==> config.mk <==
export PLATFORM = sky130hd
export DESIGN_NAME = slew_pdm_gen
export DESIGN_NICKNAME = d
export VERILOG_FILES = /design/src/rtl/slew_pdm_gen.sv
export SDC_FILE = /design/constraint.sdc
export NUM_CORES = 1
export LEC_CHECK = 0
export ABC_AREA = 1
export CORE_UTILIZATION = 45
export CTS_BUF_LIST = sky130_fd_sc_hd__clkbuf_4
export CTS_CLUSTER_DIAMETER = 150
export DETAILED_ROUTE_END_ITERATION = 10
export GPL_TIMING_DRIVEN = 0
export HOLD_SLACK_MARGIN = 0.03
export PLACE_DENSITY = 0.68
export SYNTH_ARGS = -nofsm -noshare
export SYNTH_HDL_FRONTEND = slang
export SYNTH_SLANG_ARGS = --single-unit
==> constraint.sdc <==
create_clock -name clk -period 5.6 [get_ports clk]
set_input_delay 0.56 -clock clk [delete_from_list [all_inputs] [get_ports clk]]
set_output_delay 0.56 -clock clk [all_outputs]
set_load 0.01 [all_outputs]
==> src/rtl/slew_pdm_gen.sv <==
// Slew-limited pulse-density generator: the density register ramps toward full
// or zero one step per prescaler tick and drives a first-order accumulator PDM.
module slew_pdm_gen #(
  parameter  int RATIO    = 256,
  parameter  int STEP_DIV = 1,
  localparam int W        = $clog2(RATIO)
) (
  input  logic         clk,
  input  logic         rst,
  input  logic         slow_in,
  input  logic         load,
  input  logic [W-1:0] load_val,
  output logic         pdm,
  output logic [W-1:0] dens_r,
  output logic         busy
);

  localparam int PW = (STEP_DIV > 1) ? $clog2(STEP_DIV) : 1;
  localparam logic [PW-1:0] PRE_LAST = PW'(STEP_DIV - 1);
  localparam logic [PW-1:0] PRE_ONE  = PW'(1);
  localparam logic [W-1:0]  FULL     = '1;
  localparam logic [W-1:0]  ZERO     = '0;
  localparam logic [W-1:0]  ONE      = W'(1);

  logic [PW-1:0] pre_q, pre_d;
  logic [W-1:0]  dens_q, dens_d;
  logic [W-1:0]  acc_q, acc_d;
  logic          pdm_q, pdm_d;
  logic [W:0]    sum;
  logic          tick;

  assign tick = (pre_q == PRE_LAST);
  assign sum  = {1'b0, acc_q} + {1'b0, dens_q};

  always_comb begin
    pre_d  = pre_q;
    dens_d = dens_q;
    acc_d  = sum[W-1:0];
    pdm_d  = sum[W];
    if (dens_q == FULL) begin
      pdm_d = 1'b1;
    end else if (dens_q == ZERO) begin
      pdm_d = 1'b0;
    end

    // A load restarts the step phase and the modulator from a clean state.
    if (load) begin
      dens_d = load_val;
      pre_d  = '0;
      acc_d  = '0;
    end else begin
      pre_d = tick ? '0 : pre_q + PRE_ONE;
      if (tick) begin
        if (slow_in && dens_q != FULL) begin
          dens_d = dens_q + ONE;
        end else if (!slow_in && dens_q != ZERO) begin
          dens_d = dens_q - ONE;
        end
      end
    end
  end

  always_ff @(posedge clk or posedge rst) begin
    if (rst) begin
      pre_q  <= '0;
      dens_q <= '0;
      acc_q  <= '0;
      pdm_q  <= 1'b0;
    end else begin
      pre_q  <= pre_d;
      dens_q <= dens_d;
      acc_q  <= acc_d;
      pdm_q  <= pdm_d;
    end
  end

  assign pdm    = pdm_q;
  assign dens_r = dens_q;
  assign busy   = slow_in ? (dens_q != FULL) : (dens_q != ZERO);

endmodule

# Yosys cells after proc, flatten, opt, wreduce, memory -nomap -nowiden
# Index checks and enable logic that the tools add are counted.
[word_totals]
regBits = 18
elab_cells = 28
[op_classes]
add_sub_neg = 4
n_eq_ne = 3
reduce_logical = 7
mux = 10
[ops]
columns = ["cell", "count"]
rows = [
  ["2-to-1 mux 8 bit", 5],
  ["adder 8 x 8 -> 9 bit", 1],
  ["adder 8 x 1 -> 8 bit (second input constant)", 1],
  ["== test 8 bit (second input constant)", 1],
  ["logical NOT 8 bit", 1],
  ["inequality test 8 bit (second input constant)", 1],
  ["nonzero test 8 bit", 1],
  ["subtractor 8 x 1 -> 8 bit (second input constant)", 1],
  ["2-to-1 mux 1 bit", 5],
  ["nonzero test 3 bit", 1],
  ["logical AND 1 bit", 2],
  ["inequality test 2 bit (second input constant)", 1],
  ["AND reduction 2 bit", 1],
  ["adder 1 bit (second input constant)", 1],
  ["logical NOT 1 bit", 1],
]

# Logic depth before layout (Yosys ltp)
[logic_depth]
depth_word = 6
ltp_mapped = 14
depth_no_buf = 14

# Least setup slack after synthesis
# Ideal clock, no wire load.
[synth_timing]
kind = "reg2reg"
startpoint = "register dens_q[0], in the netlist dens_r[0]"
endpoint = "register dens_q[7], in the netlist dens_r[7]"
path_stages_with_launch = 14
t_required_ns = 5.483
path_slack_ns = 3.688
t_arrival_ns = 1.795
synth_period_minus_slack_ns = 1.912
setup_time_ns = 0.117
cell_sequence = "dfrtp_1 > nand2_1 > nor2_1 > nand2_2 > nand2_4 > ha_1 > a21oi_1 > nand2_1 > nand2_1 > nand2_1 > inv_1 > nand2_1 > nand3_1 > nand2_1"
[synth_via]
elab_chain_len = 5
word_cells_on_any_way = 12
[synth_lines]
columns = ["element", "line", "source"]
rows = [
  ["from (decl)", "26", "logic [W-1:0] dens_q, dens_d;"],
  ["from (signal assigned)", "71", "dens_q <= dens_d;"],
  ["subtractor 8 x 1 -> 8 bit or inequality test 8 bit (tied branches)", "57, 54", ""],
  ["2-to-1 mux 8 bit or logical AND 1 bit (tied branches)", "56, 54", ""],
  ["2-to-1 mux 8 bit", "54", "if (slow_in && dens_q != FULL) begin"],
  ["2-to-1 mux 8 bit", "53", "if (tick) begin"],
  ["2-to-1 mux 8 bit", "47", "if (load) begin"],
]
# Parallel ways exist; a longest one is shown, timed or not. The select of a mux whose other input is x is not followed.
# A chain may end at the register's enable or synchronous reset.

# Worst setup path after layout
[layout_timing]
startpoint = "input slow_in"
endpoint = "output busy"
[layout_via]
elab_chain_len = 1
[layout_lines]
columns = ["element", "line", "source"]
rows = [
  ["from (decl)", "10", "input logic slow_in,"],
  ["2-to-1 mux 1 bit", "79", "assign busy = slow_in ? (dens_q != FULL) : (dens_q != ZERO);"],
  ["to (decl)", "15", "output logic busy"],
]
# Every way passes these cells.

==> metrics.yaml <==
grt_setup_unrepaired: "no"
synthTopCellsByCount: "nand2_1 (63), inv_1 (26), nor2_1 (20), a21oi_1 (17), dfrtp_1 (17)"
synth_area_leader_cell: "dfrtp_1"
clock_latency_ns: 0.30
die_height_um: 58.1
min_from: "acc_q[0]"
cts_setup_buffers: 0
ff_latch_area_sq_um: 425
clock_path_buffers: 2
min_period_ns: 2.51
critPathCaptureType: "primary output"
synth_edf_count: 0
cts_tree: "yes"
setup_tns_ns: 0
vias: 1359
dp_hpwl_um: 2550
slew_violations: 0
portBuffers: 21
synth_nets: 231
post-place-ws_ns: 3.10
worstSetupPathType: "primary input to primary output"
cts_root_buffer: "clkbuf_4"
async_flop_share_pct: 100
critPathRequiredTime_ns: 5.04
synth_top_area_share_pct: 30.1
synth.avg_cell_area_sq_um: 7.00
ys_seq_area_share_pct: 30.1
grt_max_degree: 18
cts_htree_levels: 1
timing.reg2reg.setup_slack_ns: 3.47
worstPathMaxFanout: 5
max_slew_margin_pct: 54.3
start_kind: "primary input"
fmax_mhz: 398
tightest_slew_ns: 0.684
critPathLaunch: "slow_in"
drtIter0Drc: 25
finalHoldViolCount: 0
antenna_left: 0
fin_crit_sh_pct: 44.9
place_inst: 265
cts.clk_slew.worst_paths_ns: 0.12
start_util_pct: 49.2
wirelength_um: 3370
worstPathArrival_ns: 1.95
fin_skew_ns: 0.00711
antenna_found_initial: 0
io_pins: 22
multi_input_area_sq_um: 878
core_sq_um: 2880
ys_warn_count: 0
n_antenna_cell: 0
yosys-top-cells-area: "dfrtp_1 (30%), nand2_1 (17%), ha_1 (13%)"
slowest_delay_ns: 0.53
p_leak_nw: 0.899
layout-drive-gt1-share_pct: 5.73
ys_ff_latch: 17
worst-r2r-cell-count: 13
worstHoldPathCells: 3
power.density_nw_per_um2: 369
outcome: "complete, but fails checks"
final-setup-viol-count: 0
grt_overflow_total: 0
fin_ws_ns: 3.09
viasPerCell: 5.05
regToRegStartpoint: "dens_r[1]"
synth_cell_types: 27
ctsResizeCount: 0
maxCapViolCount: 0
instances_no_fill: 269
die_w_um: 58.1
synth.most_common_cell: "nand2_1"
drc: 2
failed_checks: "design-rule violations"
area_delta_synth_final_pct: 20.5
final_util_pct: 59.2
num_rows: 19
routedWlPerCell_um: 12.5
path_cells: "clkdlybuf4s50_1 -> nor2_2 -> a21oi_1 -> inv_1 -> clkdlybuf4s50_1"
cp_common_cell: "clkdlybuf4s50_1"
fp.dieArea_sq_um: 3370
min_to: "acc_q[0]"
place_congestion: 0.812
grt_pass1_wl_um: 5580
final_nets: 257
hold_path.class: "register to register"
r2r-end: "dens_r[7]"
synthCells: 202
critPathSlowestCell: "clkdlybuf4s50_1"
holdBufCountCts: 0
drtPass1Iterations: 7
grt_pass1_vias: 1239
cts_sinks: 17
globalRouteTotalUtil_pct: 21.7
peakVddDrop_mv: 0.206
yosys_most_used_dff: "dfrtp_1"
fill_cells: 276
synth_area_sq_um: 1410
cts_buffers: 3
[critical path, delay by kind of cell]
family | cells | cell delay, ns
compound gates | 1 | 0.06
buf+inv | 3 | 1.11
simple gates | 1 | 0.22
[cell usage in the layout (no fill, tap or decap), types with 2 or more instances in the layout]
cell type	instances
nand2_1	63
inv_1	26
clkdlybuf4s50_1	21
nor2_1	20
a21oi_1	17
dfrtp_1	17
ha_1	15
nand3_1	14
o21ai_0	6
nor3_1	3
clkbuf_4	3
nand2_2	2
nand4_1	2
fa_1	2
[kinds of logic after synthesis]
logic type	share of synthesized area, %
simple gates	33.9
xor+xnor	1.24
mux	0.708
buf+inv	7.79
flops	30.1
fa+ha+maj	16.1
compound gates	10.2
[layout make-up]
class                   count  share of cell area [%]
well taps                  42                    3.08
clock buffers               3                    1.32
flip-flops and latches     17                    25.0
inverters                  27                    5.95
clock inverters             1                   0.294
multi-input cells         156                    51.5
plain buffers               2                   0.514
repair buffers             21                    12.3
[routing by layer]
layer	global-route usage, %	wire length (um)	up-vias
li1	-	-	703
met5	0	0	-
met2	35.8	1580	27
met3	2.23	145	2
met4	5.78	18	0
met1	30.4	1630	627
[registers in the layout (all words and copies together) (netlist names)]
signal / flops
acc_q: 8
dens_r: 8
pdm: 1
[where the power goes]
group          internal (W)  leakage [nW]  switching, W
registers          0.000160         0.211     0.0000354
logic              0.000153         0.670      0.000208
clock network     0.0000266        0.0177     0.0000453
total              0.000340         0.899      0.000289
[how the worst max path moves through the flow]
stage	to	slack (ns)	cells after the start
5_1_grt	busy	3.02	5
6_report	busy	3.09	5
4_1_cts	busy	3.09	5
2_1_floorplan	dens_r[7]	3.69	13
3_5_place_dp	busy	3.10	5
3_3_place_gp	busy	3.09	5
[stage by stage]
stage | power, W | hold WS (ns) | instance area (sq um)
final | 0.000629 | 0.602 | 1700
after global routing | 0.000689 | 0.645 | 1700
after CTS | 0.000627 | 0.605 | 1700
after detailed placement | 0.000555 | 0.578 | 1680
after global placement | 0.000538 | 0.560 | 1680
after floorplan | 0.000448 | 0.486 | 1410
Power figures use the tool's default switching activity.
